## config.mk

```make
export PLATFORM = sky130hd
export DESIGN_NAME = spi_transmit
export DESIGN_NICKNAME = d
export VERILOG_FILES = /design/src/rtl/spi_pkg.sv /design/src/rtl/sync_edge_detect.sv /design/src/rtl/spi_transmit.sv
export SDC_FILE = /design/constraint.sdc
export NUM_CORES = 1
export LEC_CHECK = 0
export BUFFER_PORTS_ARGS = -buffer_cell sky130_fd_sc_hd__buf_2
export CAP_MARGIN = 20
export CELL_PAD_IN_SITES_DETAIL_PLACEMENT = 1
export CELL_PAD_IN_SITES_GLOBAL_PLACEMENT = 2
export CORE_MARGIN = 4
export CORE_UTILIZATION = 38
export DETAILED_ROUTE_END_ITERATION = 12
export PLACE_DENSITY_LB_ADDON = 0.1
export SYNTH_ARGS = -nofsm -noshare
export SYNTH_HDL_FRONTEND = slang
export SYNTH_SLANG_ARGS = --single-unit
```

## constraint.sdc

```tcl
create_clock -name clk -period 2.2 [get_ports clk]
set_input_delay 0.11 -clock clk [delete_from_list [all_inputs] [get_ports clk]]
set_output_delay 0.11 -clock clk [all_outputs]
set_load 0.02 [all_outputs]
```

## src/rtl/spi_pkg.sv

```systemverilog
// rtl/spi_pkg.sv - shared SPI link types and constants
package spi_pkg;

  typedef enum logic [1:0] {
    IDLE,
    SHIFT,
    LAST
  } spiTxState_t;

  localparam int SYNC_STAGES = 2;

  // SPI mode shared with the receiver: data changes on sck rise, sampled on fall
  localparam logic SPI_LAUNCH_ON_RISE = 1'b1;

endpackage

```

## src/rtl/sync_edge_detect.sv

```systemverilog
// rtl/sync_edge_detect.sv - pin synchronizer with rise/fall pulse flags
module sync_edge_detect
  import spi_pkg::*;
#(
  parameter int STAGES = SYNC_STAGES
) (
  input  logic clk,
  input  logic reset,
  input  logic pin,
  output logic rise,
  output logic fall
);

  // pipe[STAGES-1] is the synchronized level, pipe[STAGES] its one-cycle-old copy
  logic [STAGES:0] pipe;

  always_ff @(posedge clk or posedge reset) begin
    if (reset) begin
      pipe <= '0;
    end else begin
      pipe <= {pipe[STAGES-1:0], pin};
    end
  end

  assign rise = pipe[STAGES-1] & ~pipe[STAGES];
  assign fall = ~pipe[STAGES-1] & pipe[STAGES];

endmodule

```

## src/rtl/spi_transmit.sv

```systemverilog
// rtl/spi_transmit.sv - SPI slave transmitter with one-entry holding buffer
module spi_transmit
  import spi_pkg::*;
#(
  parameter int messageBits = 8
) (
  input  logic                   clk,
  input  logic                   reset,
  input  logic                   sck,
  input  logic                   cs,
  input  logic [messageBits-1:0] txData,
  input  logic                   txValid,
  output logic                   txReady,
  output logic                   sdo,
  output logic                   txDone,
  output logic                   underrun,
  output logic                   aborted
);

  localparam int CW = $clog2(messageBits + 1);
  localparam logic [CW-1:0] FULL_COUNT = CW'(messageBits);

  logic sck_rise, sck_fall, cs_rise, cs_fall;
  logic sck_launch, sck_sample;

  spiTxState_t            state, state_n;
  logic [messageBits-1:0] shift_q, shift_n;
  logic [messageBits-1:0] buf_data, buf_data_n;
  logic                   buf_full, buf_full_n;
  logic [CW-1:0]          count, count_n;
  logic                   sdo_n, done_n, underrun_n, aborted_n;
  logic                   load, handshake;

  sync_edge_detect #(.STAGES(SYNC_STAGES)) u_sck_sync (
    .clk   (clk),
    .reset (reset),
    .pin   (sck),
    .rise  (sck_rise),
    .fall  (sck_fall)
  );

  sync_edge_detect #(.STAGES(SYNC_STAGES)) u_cs_sync (
    .clk   (clk),
    .reset (reset),
    .pin   (cs),
    .rise  (cs_rise),
    .fall  (cs_fall)
  );

  assign sck_launch = SPI_LAUNCH_ON_RISE ? sck_rise : sck_fall;
  assign sck_sample = SPI_LAUNCH_ON_RISE ? sck_fall : sck_rise;
  assign txReady    = ~buf_full;
  assign handshake  = txValid & ~buf_full;

  always_comb begin
    state_n    = state;
    shift_n    = shift_q;
    count_n    = count;
    sdo_n      = sdo;
    done_n     = 1'b0;
    underrun_n = 1'b0;
    aborted_n  = 1'b0;
    load       = 1'b0;

    case (state)
      IDLE: begin
        sdo_n = 1'b0;
        if (cs_rise) begin
          load    = 1'b1;
          state_n = SHIFT;
        end
      end
      SHIFT: begin
        if (cs_fall) begin
          aborted_n = 1'b1;
          sdo_n     = 1'b0;
          state_n   = IDLE;
        end else if (sck_launch) begin
          sdo_n   = shift_q[messageBits-1];
          shift_n = {shift_q[messageBits-2:0], 1'b0};
          count_n = count - CW'(1);
          if (count == CW'(1)) begin
            state_n = LAST;
          end
        end
      end
      LAST: begin
        // Every cs drop leaves via cs_fall, so cs is still high on a plain sck_sample
        if (cs_fall) begin
          done_n  = 1'b1;
          sdo_n   = 1'b0;
          state_n = IDLE;
        end else if (sck_sample) begin
          done_n  = 1'b1;
          load    = 1'b1;
          state_n = SHIFT;
        end
      end
      default: begin
        sdo_n   = 1'b0;
        state_n = IDLE;
      end
    endcase

    // A load sees the buffer as it was before any same-cycle handshake
    if (load) begin
      shift_n    = buf_full ? buf_data : '0;
      underrun_n = ~buf_full;
      count_n    = FULL_COUNT;
    end

    buf_full_n = handshake | (buf_full & ~load);
    buf_data_n = handshake ? txData : buf_data;
  end

  always_ff @(posedge clk or posedge reset) begin
    if (reset) begin
      state    <= IDLE;
      shift_q  <= '0;
      count    <= FULL_COUNT;
      buf_data <= '0;
      buf_full <= 1'b0;
      sdo      <= 1'b0;
      txDone   <= 1'b0;
      underrun <= 1'b0;
      aborted  <= 1'b0;
    end else begin
      state    <= state_n;
      shift_q  <= shift_n;
      count    <= count_n;
      buf_data <= buf_data_n;
      buf_full <= buf_full_n;
      sdo      <= sdo_n;
      txDone   <= done_n;
      underrun <= underrun_n;
      aborted  <= aborted_n;
    end
  end

endmodule
```

==> summary.md <==
| Metric | Value |
|---|---|
| Starting utilization of the core area | 41.05% |
| Unrepaired setup endpoints after global routing | no |
| Floorplan row count | 21 |
| Largest net degree at the start of global routing | 19 |
| Number of sinks handled by clock tree synthesis | 33 |
| Fill cell total of the finished layout | 388 |
| Clock latency of the later-clocked register in the worst-skew pair | 0.28 ns |
| WP data required | 2.34 ns |
| Run status | completed |
| Routed vias | 922 |
| Nets@finish | 154 |
| Grt total ovfl | 0 |
| Placed wire-length estimate after detailed placement | 1.914 mm |
| Number of antenna violations at the first check in global routing | 0 |
| Clock tree skew after final layout | 0.005257 ns |
| Fmax | 0.5583 GHz |
| Internal Pwr Total | 0.001300 W |
| Post-Syn Nets | 129 |
| IO Port Bufs | 17 |
| Routed wire length | 2.587 mm |
| Fraction of power consumed by combinational cells | 24.9% |
| Number of distinct standard cells referenced by the synthesized netlist | 31 |
| DRC errors left | 0 |
| Number of post-CTS setup repair buffers | 0 |
| Part of the power in registers | 50.9% |
| Cell Area, Synth | 1424 sq um |
| Start-to-end type of the worst setup path | reg -> reg |
| Leakage Power | 0.8174 nW |
| Max cap viols | 0 |
| Type of destination of the critical path | flip-flop |
| Commonest non-fill, non-tap cells in the layout | sky130_fd_sc_hd__dfrtp_1, sky130_fd_sc_hd__buf_2, sky130_fd_sc_hd__mux2i_1 |
| Core area | 3468 sq um |
| Critical Path Fanout Max | 14 |
| Post-layout min period | 1.791 ns |
| CTS tree | built |
| Final ANT Viol Nets | 0 |
| Maximum clock path buffer count | 2 |
| Hold violation total from the final report | 0 |
| Clock root cell | sky130_fd_sc_hd__clkbuf_8 |
| Number of synthesis warnings | 0 |
| Largest vdd supply drop | 0.0004698 V |
| NetSw | 0.0005594 W |
| Remaining max-slew budget at the tightest pin | 54.61% |
| Routed wire length per instance | 13.98 microns |
| Final period util | 81.41% |
| I/O pin count | 18 |
| Via count of the first global-routing pass | 1018 |
| Commonest non-fill, non-tap cell in the layout | sky130_fd_sc_hd__dfrtp_1 |
| Iteration-0 DRC count of the detailed router | 21 |
| Antenna fix cells | 0 |
| Worst slew pin tran | 0.6801 ns |
| First-pass GRT wire length | 4.802 mm |
| Net Sw Frac | 30.08% |
| Number of max-slew violations in the final report | 0 |
| Flops & latches, synth | 33 |
| Logic depth of the worst register-to-register path | 4 |
| Final sum of negative setup slack | 0 ns |
| Class of the tightest hold or removal check | in -> reg |
| Area used by multi-input combinational logic | 543.0 sq um |
| Crit path DAT | 1.93 ns |
| Die width | 69.21 microns |
| Kind of start point of the critical path | flip-flop |
| Minimum hold slack | 0.05757 ns |
| Syn Inst Count | 114 |
| Proportion of synthesized chip area in sequential cells | 58.08% |
| H-tree level count | 2 |
| Fraction of final layout cells sized beyond drive strength 1 | 25.90% |
| Chip Height | 69.21 microns |
| Post-DR vias/cell | 4.984 |
| Clock buffers created by TritonCTS | 5 |
| Die Footprint | 4790 sq um |
| Syn_area_per_cell | 12.49 sq um |
| Drt pass-1 iters | 4 |
| GRT Total Usage | 12.78% |
| Power density over the cells | 1111 nW/um^2 |
| Layout overhead on the synthesized area | 17.57% |
| Clock slew at the register clock pins of the worst setup and hold paths | 0.06 ns |
| Final weighted congestion of routability-driven global placement | 0.7118 |
| Storage element area | 827.0 sq um |
| Clock group share of total power | 24.2% |
| Final setup fails | 0 |
| Hold-critical path depth | 2 |
-- path summary, 6_finish.rpt --
check                                   startpoint                 end  slack, ns
worst max-delay path                      state[1]          shift_q[5]       0.41
worst min register to register  u_sck_sync.pipe[0]  u_sck_sync.pipe[1]       0.35
worst max register to register            state[1]          shift_q[5]       0.41
max in group asynchronous                    reset         buf_data[0]       1.04
worst min-delay path                     txData[4]         buf_data[4]       0.06
min in group asynchronous                    reset            count[0]       0.47
-- cell type report --
type / count / area share, %
clock buffers: 7 / 5.157
inverters: 5 / 1.121
multi-input cells: 71 / 32.44
flip-flops and latches: 33 / 49.40
well taps: 46 / 3.438
repair buffers: 23 / 8.445
-- worst max-delay path, stage by stage (launching register included) --
cell,delay (ns)
sky130_fd_sc_hd__dfrtp_1,0.43
sky130_fd_sc_hd__nand2b_2,0.24
sky130_fd_sc_hd__or3_1,0.62
sky130_fd_sc_hd__mux2i_1,0.27
sky130_fd_sc_hd__mux2i_1,0.09
-- cells in the mapped netlist --
library cell / n / share of area [%]
sky130_fd_sc_hd__nor3_1: 2 / 0.70
sky130_fd_sc_hd__a21o_1: 1 / 0.53
sky130_fd_sc_hd__o22a_1: 1 / 0.62
sky130_fd_sc_hd__nor4b_1: 2 / 1.2
sky130_fd_sc_hd__inv_1: 5 / 1.3
sky130_fd_sc_hd__o21bai_1: 1 / 0.53
sky130_fd_sc_hd__nor2b_1: 2 / 0.88
sky130_fd_sc_hd__ha_1: 2 / 1.8
sky130_fd_sc_hd__o211ai_1: 1 / 0.53
sky130_fd_sc_hd__nand2_1: 12 / 3.2
sky130_fd_sc_hd__nor3b_1: 1 / 0.53
sky130_fd_sc_hd__xor2_1: 2 / 1.2
sky130_fd_sc_hd__o21ai_0: 1 / 0.35
sky130_fd_sc_hd__a21oi_1: 2 / 0.70
sky130_fd_sc_hd__and2b_1: 1 / 0.53
sky130_fd_sc_hd__or2b_1: 2 / 1.1
sky130_fd_sc_hd__nor2_1: 4 / 1.1
sky130_fd_sc_hd__a41oi_1: 1 / 0.62
sky130_fd_sc_hd__buf_2: 1 / 0.35
sky130_fd_sc_hd__dfrtp_1: 32 / 56
sky130_fd_sc_hd__or4b_1: 1 / 0.70
sky130_fd_sc_hd__mux2i_1: 16 / 11
sky130_fd_sc_hd__nand2b_2: 1 / 0.62
sky130_fd_sc_hd__buf_6: 2 / 1.6
sky130_fd_sc_hd__mux2_2: 8 / 6.3
sky130_fd_sc_hd__dfstp_2: 1 / 1.8
sky130_fd_sc_hd__nand2b_1: 3 / 1.3
sky130_fd_sc_hd__clkbuf_1: 2 / 0.53
sky130_fd_sc_hd__a2bb2oi_1: 1 / 0.62
sky130_fd_sc_hd__o22ai_1: 2 / 0.88
sky130_fd_sc_hd__or3_1: 1 / 0.44
-- power by group through the flow --
stage / clock network (W) / logic (W) / registers (W)
4_1_cts: 0.000469 / 0.000475 / 0.000951
3_3_place_gp: 0 / 0.000451 / 0.000953
2_1_floorplan: 0 / 0.000389 / 0.000903
5_1_grt: 0.000496 / 0.000537 / 0.000979
3_5_place_dp: 0 / 0.000467 / 0.000961
6_report: 0.000450 / 0.000464 / 0.000946
-- what timing repair did --
action / CTS / global route
hold buffers: 3 / 0
resized for setup: 0 / 0
endpoints found under the setup margin: 0 / 0
hold endpoints to repair: 18 / 0
-- kinds of logic after synthesis --
family / after synthesis / synth area share, %
buf+inv: 10 / 3.778
compound gates: 11 / 5.361
simple gates: 32 / 12.21
mux: 24 / 17.57
xor+xnor: 2 / 1.230
flops: 33 / 58.08
fa+ha+maj: 2 / 1.757
-- state kept, by name, indices dropped and copies added, names as in the netlist --
name             flops
state                2
count                4
underrun             1
txDone               1
buf_full             1
aborted              1
u_cs_sync.pipe       3
buf_data             8
shift_q              8
u_sck_sync.pipe      3
sdo                  1
-- stage by stage --
stage / util (%) / worst slack, ns / area, sq um / total power, W / cells
floorplan: - / 0.6482 / 1424 / 0.001292 / 114
finish: 48.27 / 0.4090 / 1674 / 0.001860 / 185
global placement: 44.59 / 0.2522 / 1546 / 0.001404 / 174
detailed placement: 44.59 / 0.1053 / 1546 / 0.001429 / 174
global route: 48.27 / 0.2806 / 1674 / 0.002011 / 185
CTS: 47.94 / 0.1320 / 1663 / 0.001895 / 184
-- metal layers --
metal | vias up | share of wire [%] | GRT usage [%]
li1 | 437 | - | -
met1 | 463 | 44 | 15.01
met2 | 18 | 50 | 20.87
met3 | 4 | 3.9 | 4.493
met4 | 0 | 1.6 | 5.857
met5 | - | 0 | 0
No activity file was read; power rests on OpenSTA's default activity.
